## src/rtl/riscv_pkg.sv

```systemverilog
`default_nettype none
// ============================================================================
// riscv_pkg
// Shared immediate-format encodings and request/error records for the
// immediate encoder.
// Revision: 1.0
// ============================================================================
package riscv_pkg;

  // imm_src encodings, identical to the decode-side immediate generator
  localparam logic [2:0] IMM_I = 3'b000;
  localparam logic [2:0] IMM_S = 3'b001;
  localparam logic [2:0] IMM_B = 3'b010;
  localparam logic [2:0] IMM_U = 3'b011;
  localparam logic [2:0] IMM_J = 3'b100;

  typedef struct packed {
    logic [2:0]  imm_src;
    logic [31:0] imm_val;
    logic [6:0]  opcode;
    logic [4:0]  rd;
    logic [2:0]  funct3;
    logic [4:0]  rs1;
    logic [4:0]  rs2;
  } enc_req_t;

  typedef struct packed {
    logic range;
    logic align;
    logic fmt;
  } enc_err_t;

endpackage
`default_nettype wire

```

## src/rtl/imm_pack.sv

```systemverilog
`default_nettype none
// ============================================================================
// imm_pack
// Combinational packer: scatters the immediate and register fields into an
// RV32I instruction word. Unused fields are zero; illegal formats give 0.
// Revision: 1.0
// ============================================================================
module imm_pack
  import riscv_pkg::*;
(
  input  enc_req_t    req,
  output logic [31:0] instr
);

  logic [31:0] imm;
  assign imm = req.imm_val;

  // Select the bit scatter for the requested format
  always_comb begin
    instr = 32'h0;
    case (req.imm_src)
      IMM_I: instr = {imm[11:0], req.rs1, req.funct3, req.rd, req.opcode};
      IMM_S: instr = {imm[11:5], req.rs2, req.rs1, req.funct3, imm[4:0], req.opcode};
      IMM_B: instr = {imm[12], imm[10:5], req.rs2, req.rs1, req.funct3,
                      imm[4:1], imm[11], req.opcode};
      IMM_U: instr = {imm[31:12], req.rd, req.opcode};
      IMM_J: instr = {imm[20], imm[10:1], imm[11], imm[19:12], req.rd, req.opcode};
      default: instr = 32'h0;
    endcase
  end

endmodule
`default_nettype wire

```

## src/rtl/imm_encoder.sv

```systemverilog
`default_nettype none
// ============================================================================
// imm_encoder
// Two-stage valid/ready immediate encoder: stage 1 registers the request and
// its range/alignment/format checks, stage 2 registers the packed instruction.
// Keeps a saturating count of delivered results carrying any error flag.
// Revision: 1.0
// ============================================================================
module imm_encoder
  import riscv_pkg::*;
#(
  parameter int ERR_CNT_W = 16
) (
  input  logic                 clk,
  input  logic                 rst_n,
  input  logic                 clr,
  input  logic                 in_valid,
  output logic                 in_ready,
  input  logic [2:0]           imm_src,
  input  logic [31:0]          imm_val,
  input  logic [6:0]           opcode,
  input  logic [4:0]           rd,
  input  logic [2:0]           funct3,
  input  logic [4:0]           rs1,
  input  logic [4:0]           rs2,
  output logic                 out_valid,
  input  logic                 out_ready,
  output logic [31:0]          instr,
  output logic                 range_err,
  output logic                 align_err,
  output logic                 fmt_err,
  output logic [ERR_CNT_W-1:0] err_cnt
);

  enc_req_t    req_in;
  enc_req_t    s1_req;
  enc_err_t    chk_err;
  enc_err_t    s1_err;
  enc_err_t    s2_err;
  logic        s1_valid;
  logic        s2_valid;
  logic [31:0] s2_instr;
  logic [31:0] pack_instr;
  logic        in_xfer;
  logic        out_xfer;
  logic        s2_free;
  logic        s1_advance;

  assign req_in = '{imm_src: imm_src, imm_val: imm_val, opcode: opcode,
                    rd: rd, funct3: funct3, rs1: rs1, rs2: rs2};

  // Stage 2 can take a new entry when empty or when it is draining now;
  // clr blocks acceptance so a flush never races a new request.
  assign s2_free    = !s2_valid || out_ready;
  assign s1_advance = s1_valid && s2_free;
  assign in_ready   = !clr && (!s1_valid || s2_free);
  assign in_xfer    = in_valid && in_ready;
  assign out_xfer   = s2_valid && out_ready;

  // Range/alignment/format checks on the incoming request
  always_comb begin
    chk_err = '0;
    case (imm_src)
      IMM_I, IMM_S: chk_err.range = !((&imm_val[31:11]) || !(|imm_val[31:11]));
      IMM_B: begin
        chk_err.range = !((&imm_val[31:12]) || !(|imm_val[31:12]));
        chk_err.align = imm_val[0];
      end
      IMM_U: chk_err.range = |imm_val[11:0];
      IMM_J: begin
        chk_err.range = !((&imm_val[31:20]) || !(|imm_val[31:20]));
        chk_err.align = imm_val[0];
      end
      default: chk_err.fmt = 1'b1;
    endcase
  end

  imm_pack u_pack (
    .req   (s1_req),
    .instr (pack_instr)
  );

  // Stage 1: capture request and check results
  always_ff @(posedge clk or negedge rst_n) begin
    if (!rst_n) begin
      s1_valid <= 1'b0;
      s1_req   <= '0;
      s1_err   <= '0;
    end else if (clr) begin
      s1_valid <= 1'b0;
    end else if (in_xfer) begin
      s1_valid <= 1'b1;
      s1_req   <= req_in;
      s1_err   <= chk_err;
    end else if (s1_advance) begin
      s1_valid <= 1'b0;
    end
  end

  // Stage 2: capture packed word; held stable while the consumer stalls
  always_ff @(posedge clk or negedge rst_n) begin
    if (!rst_n) begin
      s2_valid <= 1'b0;
      s2_instr <= 32'h0;
      s2_err   <= '0;
    end else if (clr) begin
      s2_valid <= 1'b0;
      s2_instr <= 32'h0;
      s2_err   <= '0;
    end else if (s1_advance) begin
      s2_valid <= 1'b1;
      s2_instr <= pack_instr;
      s2_err   <= s1_err;
    end else if (out_xfer) begin
      s2_valid <= 1'b0;
    end
  end

  // Saturating count of delivered results that carry any error flag
  always_ff @(posedge clk or negedge rst_n) begin
    if (!rst_n) begin
      err_cnt <= '0;
    end else if (clr) begin
      err_cnt <= '0;
    end else if (out_xfer && (|s2_err) && (err_cnt != '1)) begin
      err_cnt <= err_cnt + ERR_CNT_W'(1);
    end
  end

  assign out_valid = s2_valid;
  assign instr     = s2_instr;
  assign range_err = s2_err.range;
  assign align_err = s2_err.align;
  assign fmt_err   = s2_err.fmt;

endmodule
`default_nettype wire

```

## config.mk

```make
export PLATFORM = sky130hd
export DESIGN_NAME = imm_encoder
export DESIGN_NICKNAME = d
export VERILOG_FILES = /design/src/rtl/riscv_pkg.sv /design/src/rtl/imm_pack.sv /design/src/rtl/imm_encoder.sv
export SDC_FILE = /design/constraint.sdc
export NUM_CORES = 1
export LEC_CHECK = 0
export BUFFER_PORTS_ARGS = -buffer_cell sky130_fd_sc_hd__buf_4
export CORE_AREA = 8 8 110 112
export CTS_BUF_LIST = sky130_fd_sc_hd__clkbuf_8 sky130_fd_sc_hd__clkbuf_16
export DETAILED_ROUTE_END_ITERATION = 8
export DIE_AREA = 0 0 118 120
export PLACE_DENSITY = 0.8
export SKIP_CTS_REPAIR_TIMING = 1
export SLEW_MARGIN = 20
export SYNTH_ARGS = -nofsm -noshare
export SYNTH_HDL_FRONTEND = slang
export SYNTH_SLANG_ARGS = --single-unit
```

## constraint.sdc

```tcl
create_clock -name clk -period 2 [get_ports clk]
set_input_delay 0.6 -clock clk [delete_from_list [all_inputs] [get_ports clk]]
set_output_delay 0.6 -clock clk [all_outputs]
set_load 0.1 [all_outputs]
```

Word level (Yosys, flattened, before mapping). Cells that the tools add are included.

Register bits: 116. Word-level logic and storage cells: 82. Output and inout port bits: 53.

Reductions and logical operators: 38. Muxes and demuxes: 16. Bitwise logic cells: 1. Eq/ne operators: 9. $add $sub $neg: 1.

Operators with widths (count): case mux 32 bit (5 select lines) (1); two-way mux 32 bit (2); two-way mux 16 bit (2); OR reduction 12 bit (2); AND reduction 21 bit (1); OR reduction 21 bit (1); AND reduction 20 bit (1); OR reduction 20 bit (1); adder 16 x 1 -> 16 bit, second input constant (1); inequality test 16 bit, second input constant (1); equality test 3 x 2 -> 1 bit, second input constant (4); AND reduction 12 bit (1); zero test 1 bit (9); two-way mux 1 bit (8); equality test 3 x 1 -> 1 bit, second input constant (2); equality test 3 bit, second input constant (2); logical AND 1 bit (6); zero test 3 bit (2); two-way mux 3 bit (2); nonzero test 3 bit (2); logical OR 1 bit (5); OR reduction 5 bit (1); case mux 1 bit (4 select lines) (1); nonzero test 2 bit (2); other kinds (4) (5).

Logic depth before layout (Yosys ltp).
Word-level depth: 7. Gate-level depth with buffers: 7. Gate-level depth less buffers: 6.

Modules after synthesis. A second synthesis with hierarchy kept.

Cells, all modules: 454. Area, all modules: 5576.6 sq um.

By module, submodules not included: imm_encoder (area an instance 4852.2 sq um, times used 1, sequential area each 2902.8 sq um, cells an instance 346); imm_pack (area an instance 724.4 sq um, times used 1, sequential area each 0.0 sq um, cells an instance 108).

Worst setup path after synthesis. No wires, ideal clock.

Path kind: register to register. Start: register s2_valid (netlist: out_valid). End: register s1_err[2] (netlist bit). Setup time: 87 ps. Cell stages (with the launch flop): 6. Path buffers: 0. Slack: -1453 ps. Arrival: 3366 ps. Clock period less this slack: 3453 ps. Path through: dfrtp_1 nor2b_1 a21oi_1 a21oi_1 a2111o_1 o211ai_1.

Cells in the longest elaborated chain, start to end: 6.

Ends and longest elaborated chain: start, declared (line imm_encoder.sv:41) `logic s2_valid;`; start signal, assigned (line imm_encoder.sv:103) `s2_valid <= 1'b0;`; start signal, assigned (line imm_encoder.sv:107) `s2_valid <= 1'b0;`; start signal, assigned (line imm_encoder.sv:111) `s2_valid <= 1'b1;`; zero test 1 bit (line imm_encoder.sv:54) `assign s2_free = !s2_valid || out_ready;`; logical OR 1 bit (line imm_encoder.sv:54); logical OR 1 bit (line imm_encoder.sv:56) `assign in_ready = !clr && (!s1_valid || s2_free);`; logical AND 1 bit (line imm_encoder.sv:56); named net in_ready (line imm_encoder.sv:18) `output logic in_ready,`; logical AND 1 bit (line imm_encoder.sv:57) `assign in_xfer = in_valid && in_ready;`; AND reduction 2 bit (no source line); end signal, assigned (line imm_encoder.sv:94) `s1_err <= chk_err;`; end, declared (line imm_encoder.sv:38) `enc_err_t s1_err;`.

The timed path passes the listed nets, and every way through them passes these cells. A chain may end at the register's enable or synchronous reset.

Worst setup path in the final report.
Start: register s2_valid (netlist: out_valid). End: output port in_ready.

Cells in the longest elaborated chain, start to end: 4.

Ends and longest elaborated chain (line): zero test 1 bit (imm_encoder.sv:54); logical OR 1 bit (imm_encoder.sv:54); logical OR 1 bit (imm_encoder.sv:56); logical AND 1 bit (imm_encoder.sv:56); end, declared (imm_encoder.sv:18).

Every way passes these cells.

==> flow_summary.yaml <==
final_layout:
  layout_common_cells: "buf_4 (138), dfrtp_1 (96), mux2_2 (71)"
  fillCellCount: 735
  regArea_um2: 2955
  nets: 679
  num_antenna_cells: 0
  multi_input_area_um2: 2419
  design_area_um2: 7376
  final_common_cell: "buf_4"
  synthToLayoutAreaGrowth_pct: 36.17
  drive_above_1_share_pct: 44.25
synth:
  async_reset_ff_share_pct: 100.0
  synth_cells: 478
  synth.avg_cell_area_um2: 11.33
  synth_compound_area_share_pct: 14.02
  synth-main-ff-cell: "dfrtp_1"
  yosys_warnings: 0
  netlist_area_um2: 5416
  synth_area_leader_cell: "dfrtp_1"
  yosysSeqAreaShare_pct: 53.59
  synth_mux_area_share_pct: 15.32
  synth_top_family_by_area: "multiplexers"
  synth_nets: 544
  synth_xor_area_share_pct: 2.426
  synth_top_area_share_pct: 53.59
  synth_edf_count: 0
  synth-simple-area-share_pct: 12.01
  synthAdderAreaFrac_pct: 0.2310
  synth-seq-cells: 116
  synth.area.top_cells: "dfrtp_1 (54%), mux2_2 (15%), a22o_1 (3.2%)"
  yosysUniqueCellTypes: 44
floorplan:
  ioPinCount: 118
  rows: 38
  design.core.area_um2: 10510
  fp.dieArea_um2: 14160
  start_util_pct: 51.55
  die_h_um: 120
  dieWidth_um: 118
flow_run:
  cap_violations: 0
clocking:
  clk-insertion-delay-late_ns: 0.51
  clockBufferDepth: 2
  root_buffer: "clkbuf_8"
  h-tree-depth: 4
  numCtsBuffers: 17
  cts_tree: "done"
  path_clk_slew_ns: 0.05
  cts_sinks: 116
detailed_routing:
  vias_per_cell: 5.689
  drc: 0
  via_count: 4358
  dr.first_iter.drc_count: 236
  wl_per_cell_um: 18.55
  route.antenna.remaining_nets: 0
  drt_pass1_iterations: 5
  routed_wl_um: 14210
sta:
  final_hold_viol_count: 0
  period_minus_slack_ns: 2.093
  min_period_over_period_pct: 104.6
  setup_ws_ns: -0.09274
  rsz0062_at_grt: "true"
  clock_skew_ns: 0.006239
  fmax_mhz: 477.8
  drv_slew: 0
  relSlewSlack_pct: 46.13
  tightest_slew_ns: 0.8051
  setup_viol: 1
outcome:
  violations: "setup timing"
  outcome: "finished, violations left"
placement:
  gp_congestion: 0.8307
  place_ws_ns: -0.06537
  port_buffers: 117
  place_area_um2: 6689
  dp_hpwl_um: 10500
worst_setup_path:
  crit_path_start_kind: "flip-flop"
  arrival_ns: 1.49
  worstPathCellList: "nor2b_4, a21oi_4, buf_12"
  crit_slowest_cell: "dfrtp_4"
  critical_path.max_stage_delay_ns: 0.47
  crit_type: "reg2out"
  path_buf_inv: 1
  cp_top_family: "flip-flops"
  worstPathRequired_ns: 1.40
  crit_fanout: 2
  crit_path_end_kind: "primary output"
power_and_ir_drop:
  p_leak_nw: 3.241
  cellPowerDensity_nw_per_um2: 1019
  finalPower_w: 0.007514
  ir_worst_vdd_mv: 0.6290
hold_path:
  hp-class: "in2reg"
global_route:
  antenna_found_initial: 0
  grt_pass1_wl_um: 23560
  grt_usage_pct: 20.71
  grt_pass1_vias: 4712
  grt_start_max_net_pins: 41
  gr-total-overflow: 0
## layer usage
layer	vias up	routed length [um]	GRT usage, %	share of wire (%)
met5	-	0	0	0
met4	0	293	10.17	2.1
met3	26	743	6.247	5.2
met2	146	7038	33.33	50
met1	2162	6134	25.04	43
li1	2024	-	-	-
## final timing paths
kind / startpoint / endpoint / slack [ns] / depth (start not counted)
setup / recovery: out_valid$_DFFE_PN0P_ / in_ready / -0.09 / 3
hold / removal: clr / s1_valid$_DFFE_PN0P_ / 0.30 / 2
setup reg to reg: err_cnt[0]$_DFFE_PN0P_ / err_cnt[6]$_DFFE_PN0P_ / 0.10 / 6
hold reg to reg: s1_err[1]$_DFFE_PN0P_ / s1_err[1]$_DFFE_PN0P_ / 0.49 / 2
max in group asynchronous: rst_n / s1_req[59]$_DFFE_PN0P_ / 0.72 / 3
min in group asynchronous: rst_n / err_cnt[5]$_DFFE_PN0P_ / 0.54 / 2
## Yosys cell counts, types with 2 or more instances
master and n:
a21oi_1 33, a21o_1 2, nand2_1 23, nor4_1 11
dfrtp_1 116, a211oi_1 6, nor3_1 2, buf_1 4
mux2i_1 3, xnor2_1 14, o21ai_0 18, a22oi_1 16
nand2b_1 2, mux2_2 71, clkbuf_1 20, a2111oi_0 2
nand3b_1 3, nor2b_1 24, buf_2 5, nand3_1 8
or2_2 2, a22o_1 20, o22ai_1 9, nand4_1 8
nor2_1 34, inv_1 4
## state kept, by name, summed over array words and instances, names as in the netlist
signal     count
align_err      1
out_valid      1
range_err      1
err_cnt       16
s1_req        60
s1_valid       1
fmt_err        1
instr         32
s1_err         3
## logic make-up after synthesis
group / count (synthesis)
xor+xnor: 15
flops: 116
fa+ha+maj: 1
simple gates: 126
compound gates: 113
mux: 74
buf+inv: 33
## power breakdown
group | switching [W] | internal, W
clock network | 0.00102 | 0.00221
registers | 0.000191 | 0.00260
logic | 0.000892 | 0.000603
total | 0.00210 | 0.00541
## through the flow
step | hold WS, ns | utilization [%] | cells | TNS, ns
floorplan | 0.3044 | - | 478 | -0.1634
global placement | 0.4625 | 63.66 | 731 | -0.06372
detailed placement | 0.4740 | 63.66 | 731 | -0.1064
CTS | -0.03477 | 69.80 | 763 | -0.2368
global route | 0.2847 | 70.20 | 766 | -0.1344
finish | 0.2971 | 70.20 | 766 | -0.09274
## layout make-up
| class | instances | area share (%) |
|---|---|---|
| clock buffer | 23 | 6.735 |
| clock inverter | 9 | 2.019 |
| inverter | 4 | 0.2036 |
| multi-input combinational | 329 | 32.79 |
| sequential | 116 | 40.07 |
| tap | 140 | 2.375 |
| timing repair buffer | 145 | 15.81 |
Power figures use the tool's default switching activity.
